===== config.mk =====
export PLATFORM = sky130hd
export DESIGN_NAME = text_tile_writer
export DESIGN_NICKNAME = d
export VERILOG_FILES = /design/src/rtl/text_tile_writer_pkg.sv /design/src/rtl/text_msg_rom.sv /design/src/rtl/text_tile_writer.sv
export SDC_FILE = /design/constraint.sdc
export NUM_CORES = 1
export LEC_CHECK = 0
export BUFFER_PORTS_ARGS = -buffer_cell sky130_fd_sc_hd__buf_2
export CAP_MARGIN = 10
export CORE_MARGIN = 2
export CORE_UTILIZATION = 63
export CTS_CLUSTER_DIAMETER = 60
export DETAILED_ROUTE_END_ITERATION = 8
export PLACE_DENSITY = 0.95
export SLEW_MARGIN = 40
export SYNTH_ARGS = -nofsm -noshare
export SYNTH_HDL_FRONTEND = slang
export SYNTH_HIERARCHICAL = 1
export SYNTH_SLANG_ARGS = --single-unit
export TNS_END_PERCENT = 30

===== constraint.sdc =====
create_clock -name CLK -period 3.6 [get_ports CLK]
set_input_delay 0.54 -clock CLK [delete_from_list [all_inputs] [get_ports CLK]]
set_output_delay 0.54 -clock CLK [all_outputs]
set_load 0.01 [all_outputs]

===== src/rtl/text_tile_writer_pkg.sv =====
// Shared definitions for the tile text writer: opcodes, FSM states,
// tile geometry, ASCII constants and message ids.
package text_tile_writer_pkg;

  localparam int unsigned TILE_COLS = 40;
  localparam int unsigned TILE_ROWS = 15;
  localparam int unsigned MSG_MAX   = 24;

  typedef enum logic [2:0] {
    OP_NOP       = 3'd0,
    OP_PUT_CHAR  = 3'd1,
    OP_PUT_DIGIT = 3'd2,
    OP_PUT_STR   = 3'd3,
    OP_CLEAR     = 3'd4
  } op_e;

  typedef enum logic [2:0] {
    S_IDLE,
    S_PUT,
    S_STR_FETCH,
    S_STR_WAIT,
    S_STR_WR,
    S_CLR,
    S_FIN
  } state_e;

  localparam logic [6:0] ASCII_DIGIT0 = 7'h30;
  localparam logic [6:0] ASCII_QMARK  = 7'h3F;
  localparam logic [6:0] ASCII_BLANK  = 7'h00;

  localparam logic [1:0] MSG_PONG        = 2'd0;
  localparam logic [1:0] MSG_PRESS_START = 2'd1;
  localparam logic [1:0] MSG_P1_WINS     = 2'd2;
  localparam logic [1:0] MSG_P2_WINS     = 2'd3;

  // Tile RAM address is {row, col}; columns 40..63 of each row are unused.
  function automatic logic [9:0] tile_addr(input logic [3:0] row, input logic [5:0] col);
    return {row, col};
  endfunction

  function automatic logic [6:0] digit_char(input logic [3:0] v);
    return (v <= 4'd9) ? ASCII_DIGIT0 + {3'b000, v} : ASCII_QMARK;
  endfunction

endpackage


===== src/rtl/text_msg_rom.sv =====
// Fixed message strings, 0x00-terminated, synchronous 1-cycle read.
module text_msg_rom
  import text_tile_writer_pkg::*;
(
  input  logic       CLK,
  input  logic [6:0] addr,
  output logic [6:0] data
);

  localparam logic [191:0] STR_PONG  = 192'("PONG");
  localparam logic [191:0] STR_PRESS = 192'("PRESS SW3 TO START");
  localparam logic [191:0] STR_P1    = 192'("P1 WINS");
  localparam logic [191:0] STR_P2    = 192'("P2 WINS");

  // Strings are right-aligned in the vector, so character i of a string of
  // length len sits at byte len-1-i; anything past the end reads as 0x00.
  function automatic logic [6:0] pick(input logic [191:0] s, input int unsigned len,
                                      input logic [4:0] i);
    logic [7:0] base;
    if ({27'd0, i} >= len) return ASCII_BLANK;
    base = 8'(8 * (len - 1 - {27'd0, i}));
    return s[base +: 7];
  endfunction

  // Registered read, same access style as the font ROM.
  always_ff @(posedge CLK) begin
    case (addr[6:5])
      MSG_PONG:        data <= pick(STR_PONG,  4,  addr[4:0]);
      MSG_PRESS_START: data <= pick(STR_PRESS, 18, addr[4:0]);
      MSG_P1_WINS:     data <= pick(STR_P1,    7,  addr[4:0]);
      default:         data <= pick(STR_P2,    7,  addr[4:0]);
    endcase
  end

endmodule


===== src/rtl/text_tile_writer.sv =====
// Command-driven writer into the 40x15 character tile RAM: single chars,
// score digits, ROM message strings and full-screen clear.
module text_tile_writer
  import text_tile_writer_pkg::*;
#(
  parameter int unsigned COLS        = TILE_COLS,
  parameter int unsigned ROWS        = TILE_ROWS,
  parameter int unsigned MAX_STR     = MSG_MAX,
  parameter bit          VBLANK_ONLY = 1'b0
) (
  input  logic       CLK,
  input  logic       RST_N,
  input  logic       cmd_valid,
  output logic       cmd_ready,
  input  logic [2:0] cmd_op,
  input  logic [3:0] cmd_row,
  input  logic [5:0] cmd_col,
  input  logic [6:0] cmd_data,
  input  logic       vblank,
  output logic       wr_en,
  output logic [9:0] wr_addr,
  output logic [6:0] wr_data,
  output logic       busy,
  output logic       done
);

  localparam logic [5:0] COL_LAST  = 6'(COLS - 1);
  localparam logic [3:0] ROW_LAST  = 4'(ROWS - 1);
  localparam logic [4:0] IDX_LIMIT = 5'(MAX_STR);

  state_e     state_q, state_d;
  logic [3:0] row_q, row_d;
  logic [5:0] col_q, col_d;
  logic [6:0] char_q, char_d;
  logic [1:0] msg_id_q, msg_id_d;
  logic [4:0] idx_q, idx_d;
  logic       wr_en_q, wr_en_d;
  logic [9:0] wr_addr_q, wr_addr_d;
  logic [6:0] wr_data_q, wr_data_d;
  logic       busy_q, busy_d;
  logic       done_q, done_d;
  logic       ready_q, ready_d;

  logic       gate;
  logic [3:0] start_row, next_row;
  logic [5:0] start_col, next_col;
  logic [6:0] rom_data;

  assign gate = ~VBLANK_ONLY | vblank;

  text_msg_rom u_rom (
    .CLK  (CLK),
    .addr ({msg_id_q, idx_q}),
    .data (rom_data)
  );

  // Clamp start coordinates and compute the raster-order cursor successor.
  always_comb begin
    start_row = (cmd_row >= ROW_LAST) ? ROW_LAST : cmd_row;
    start_col = (cmd_col >= COL_LAST) ? COL_LAST : cmd_col;
    next_col  = (col_q == COL_LAST) ? '0 : col_q + 6'd1;
    next_row  = row_q;
    if (col_q == COL_LAST) next_row = (row_q == ROW_LAST) ? '0 : row_q + 4'd1;
  end

  // Next-state and registered-output logic. Outputs are computed one cycle
  // ahead so a PUT write lands in the cycle right after acceptance.
  always_comb begin
    state_d   = state_q;
    row_d     = row_q;
    col_d     = col_q;
    char_d    = char_q;
    msg_id_d  = msg_id_q;
    idx_d     = idx_q;
    wr_en_d   = 1'b0;
    wr_addr_d = wr_addr_q;
    wr_data_d = wr_data_q;
    done_d    = 1'b0;
    case (state_q)
      S_IDLE: begin
        if (cmd_valid && ready_q) begin
          row_d    = start_row;
          col_d    = start_col;
          msg_id_d = cmd_data[1:0];
          idx_d    = '0;
          char_d   = (cmd_op == OP_PUT_DIGIT) ? digit_char(cmd_data[3:0]) : cmd_data;
          case (cmd_op)
            OP_PUT_CHAR, OP_PUT_DIGIT: begin
              if (gate) begin
                wr_en_d   = 1'b1;
                wr_addr_d = tile_addr(start_row, start_col);
                wr_data_d = char_d;
                state_d   = S_FIN;
              end else begin
                state_d   = S_PUT;
              end
            end
            OP_PUT_STR: state_d = S_STR_FETCH;
            OP_CLEAR: begin
              row_d   = '0;
              col_d   = '0;
              state_d = S_CLR;
            end
            default: state_d = S_FIN;
          endcase
        end
      end
      S_PUT: begin
        if (gate) begin
          wr_en_d   = 1'b1;
          wr_addr_d = tile_addr(row_q, col_q);
          wr_data_d = char_q;
          state_d   = S_FIN;
        end
      end
      S_STR_FETCH: state_d = S_STR_WAIT;
      S_STR_WAIT: begin
        if (rom_data == ASCII_BLANK || idx_q == IDX_LIMIT) state_d = S_FIN;
        else                                                state_d = S_STR_WR;
      end
      S_STR_WR: begin
        if (gate) begin
          wr_en_d   = 1'b1;
          wr_addr_d = tile_addr(row_q, col_q);
          wr_data_d = rom_data;
          row_d     = next_row;
          col_d     = next_col;
          idx_d     = idx_q + 5'd1;
          state_d   = S_STR_FETCH;
        end
      end
      S_CLR: begin
        if (gate) begin
          wr_en_d   = 1'b1;
          wr_addr_d = tile_addr(row_q, col_q);
          wr_data_d = ASCII_BLANK;
          row_d     = next_row;
          col_d     = next_col;
          if (row_q == ROW_LAST && col_q == COL_LAST) state_d = S_FIN;
        end
      end
      S_FIN: begin
        done_d  = 1'b1;
        state_d = S_IDLE;
      end
      default: state_d = S_IDLE;
    endcase
    busy_d  = (state_d != S_IDLE) || done_d;
    // Ready stays low for the IDLE cycle that carries the done pulse.
    ready_d = (state_q == S_IDLE) && (state_d == S_IDLE);
  end

  // State and output registers.
  always_ff @(posedge CLK or negedge RST_N) begin
    if (!RST_N) begin
      state_q   <= S_IDLE;
      row_q     <= '0;
      col_q     <= '0;
      char_q    <= '0;
      msg_id_q  <= '0;
      idx_q     <= '0;
      wr_en_q   <= 1'b0;
      wr_addr_q <= '0;
      wr_data_q <= '0;
      busy_q    <= 1'b0;
      done_q    <= 1'b0;
      ready_q   <= 1'b1;
    end else begin
      state_q   <= state_d;
      row_q     <= row_d;
      col_q     <= col_d;
      char_q    <= char_d;
      msg_id_q  <= msg_id_d;
      idx_q     <= idx_d;
      wr_en_q   <= wr_en_d;
      wr_addr_q <= wr_addr_d;
      wr_data_q <= wr_data_d;
      busy_q    <= busy_d;
      done_q    <= done_d;
      ready_q   <= ready_d;
    end
  end

  assign cmd_ready = ready_q;
  assign wr_en     = wr_en_q;
  assign wr_addr   = wr_addr_q;
  assign wr_data   = wr_data_q;
  assign busy      = busy_q;
  assign done      = done_q;

endmodule


==> summary.md <==
| Metric | Value |
|---|---|
| Largest net degree at the start of global routing | `49` |
| CTS clk-pin slew, worst paths | `90 ps` |
| Rows | `27` |
| Yosys cell types | `64` |
| First-pass GRT wire length | `14200 um` |
| Reg2Reg Setup Slack | `1230 ps` |
| WP buf/inv | `2` |
| Area contributors post-synth | `dfrtp_1 34%, ha_1 6.8%, nand2_1 5.4%` |
| Routed WL | `8680 um` |
| Top-area cell type share of the netlist area | `33.5%` |
| Vias | `3250` |
| Register area | `1340 sq um` |
| Area Overhead vs Synth | `10.3%` |
| Setup Buffers After CTS | `0` |
| Final Max Tran Viols | `0` |
| Final net count | `462` |
| Setup-failing EPs final | `0` |
| Resized cells post-CTS | `0` |
| DR WL/cell | `17.6 um` |
| Initial Utilization | `64.5%` |
| Min Hold Slack | `223 ps` |
| Share of cells above drive strength 1 | `18.6%` |
| TritonCTS clock tree | `done` |
| Core Box Area | `5440 sq um` |
| DRC violations left | `0` |
| Chip height | `78.6 um` |
| # Max-Cap Violations | `0` |
| CP Data Required Time | `3780 ps` |
| GRT Util Overall | `29.2%` |
| Async SR Flop Fraction | `87.3%` |
| Seq/Total Area, Yosys | `38.3%` |
| Post-DP HPWL | `6060 um` |
| Total gr overflow | `0` |
| Post-layout power | `3.80 mW` |
| Final Wtd Congestion | `0.905` |
| Status | `finished clean` |
| Pwr per Cell Area | `981 nW/um^2` |
| Initial antenna violation count | `0` |
| Fmax | `0.422 GHz` |
| Synth area leader | `dfrtp_1` |
| Slowest CP cell | `mux4_2` |
| Yosys Warn Count | `6` |
| Pre-CTS setup slack | `1240 ps` |
| Pre-antenna DRT Iters | `6` |
| Worst-Margin Slew | `750 ps` |
| Fin crit share | `65.9%` |
| Worst R2R Start | `idx_q[2]$_DFFE_PN0P_` |
| Slew margin rel. | `49.8%` |
| Startpoint types | `register` |
| LEAKAGE | `1.70 nW` |
| Most Crowded Layer GR | `met2` |
| Crit Reg-Reg Endpoint | `u_rom/data[1]$_DFF_P_` |
| Post-Syn Area per Cell | `9.15 sq um` |
| Global routing usage on met2 | `45.1%` |
| Hold Vio Cnt, Final | `0` |
| Post-Syn Instances | `383` |
| Critical Path Max Stage Delay | `550 ps` |
| Clk_lat worst skew | `320 ps` |
| Worst-case reg-to-reg path depth | `7` |
| RSZ-0062 raised after global routing | `no` |
| I/O pin count | `45` |
| ANT cells | `0` |
| Max VDD drop | `0.549 mV` |
| Hold WC Path Type | `input port to async pin` |
| Tmin final | `2370 ps` |
| Die Wd | `78.6 um` |
| CP Depth | `7` |
| Crit-path cells | `buf_4, inv_1, ha_1, ha_1, mux4_2, mux2i_1, o221ai_1` |
| Vias per cell | `6.61` |
| Netlist Area Pre-Place | `3510 sq um` |
| TNS Setup | `0 ps` |
| Crit path max fanout | `16` |
| Die area | `6180 sq um` |
| Crit. End Element | `register` |
| Cell family with most CP delay | `adder cells` |
| Clk sinks | `55` |
| Grt met1 use | `41.2%` |
| CTS Root Cell | `clkbuf_8` |
| Area of the multi-input gates | `2020 sq um` |
| Yosys reg bits | `55` |
| Syn nets | `426` |
| ANT nets after route | `0` |
| PortBufs | `43` |
| Hold Buf Count CTS | `0` |
| Initial DRC count | `361` |
| Final setup margin | `1230 ps` |
| CP dominant cell by count | `ha_1` |
| Crit path capture | `u_rom/data[1]$_DFF_P_` |
| Crit path launch | `idx_q[2]$_DFFE_PN0P_` |
| CTS Buf Count | `5` |
| Number of fill cells | `392` |
| Critical path type | `register to register` |
| Met3 Use GR | `3.91%` |
| Setup Skew | `7.59 ps` |
| Number of global-route vias before repair | `3018` |
| Total number of H-tree levels | `2` |
| Top FF cell, synth | `dfrtp_1` |
| Worst Path Arrival | `2550 ps` |
| EDFF count, synth | `0` |
| Clock buffer depth | `2` |
## cells in the mapped netlist, drive strengths merged, types with 6 or more instances
library cell and n:
a21oi 14, a22oi 8, a31oi 10, buf 12, clkbuf 6, dfrtp 47, dfxtp 7, ha 19
inv 14, mux2 6, mux2i 8, nand2 51, nand2b 6, nand3 14, nor2 30, nor2b 8
nor3 9, nor3b 8, o21a 6, o21ai 20, o22a 6
## layout by cell type, fill, tap and decap left out, types with 7 or more instances in the layout
| cell | count |
|---|---|
| a31oi_1 | 9 |
| nand3_1 | 14 |
| o21ai_0 | 19 |
| dfxtp_1 | 7 |
| nand2_1 | 50 |
| ha_1 | 19 |
| dfrtp_1 | 47 |
| nor3b_1 | 7 |
| inv_1 | 14 |
| a21oi_1 | 14 |
| a22oi_1 | 8 |
| nor2b_1 | 8 |
| buf_2 | 42 |
| nor2_1 | 30 |
| nor3_1 | 7 |
| mux2i_1 | 8 |
## state kept, by name, summed over array words and instances, names as in the netlist
name,flops
char_q,7
busy,1
done,1
col_q,6
cmd_ready,1
state_q,3
msg_id_q,2
row_q,4
idx_q,5
wr_en,1
wr_data,7
u_rom/data,7
wr_addr,10
## per-stage QoR
stage | instance area, sq um | utilization, % | instances
2_1_floorplan | 3510 | - | 383
3_3_place_gp | 3750 | 68.9 | 484
3_5_place_dp | 3750 | 68.9 | 484
4_1_cts | 3860 | 71.0 | 492
5_1_grt | 3870 | 71.1 | 492
6_report | 3870 | 71.1 | 492
## power breakdown
part	switching [mW]	internal (mW)	total, mW
registers	0.301	0.906	1.21
clock network	0.205	0.207	0.413
logic	1.22	0.956	2.18
## layer usage
| layer | vias up | wire length [um] | share of wire (%) |
|---|---|---|---|
| met3 | 27 | 719 | 8.3 |
| met1 | 1549 | 3550 | 41 |
| met5 | - | 0 | 0 |
| li1 | 1474 | - | - |
| met4 | 0 | 222 | 2.6 |
| met2 | 200 | 4190 | 48 |
## layout make-up
class                   instances  area share [%]
well taps                      72            2.33
repair buffers                 47            6.40
multi-input cells             296            52.3
flip-flops and latches         55            34.7
clock inverters                 3            1.13
inverters                      14            1.36
clock buffers                   5            1.78
## kinds of logic after synthesis
group                    count (synthesis)  share of synthesized area, %
buffers and inverters                   32                          4.21
multiplexers                            15                          4.85
AO/OA/AOI/OAI                          101                          20.2
XOR/XNOR                                 7                          1.75
AND/OR/NAND/NOR                        154                          23.9
flip-flops                              55                          38.3
adder cells (fa/ha/maj)                 19                          6.78
## worst min-delay path by stage
stage | cells after the start | endpoint | slack, ps
final | 1 | idx_q[4]$_DFFE_PN0P_ | 220
after floorplan | 0 | busy$_DFF_PN0_ | 240
after global placement | 2 | char_q[3]$_DFFE_PN0P_ | 460
after global routing | 1 | idx_q[4]$_DFFE_PN0P_ | 280
after detailed placement | 2 | char_q[0]$_DFFE_PN0P_ | 480
after CTS | 1 | wr_addr[2]$_DFFE_PN0P_ | 250
Power figures use the tool's default switching activity.
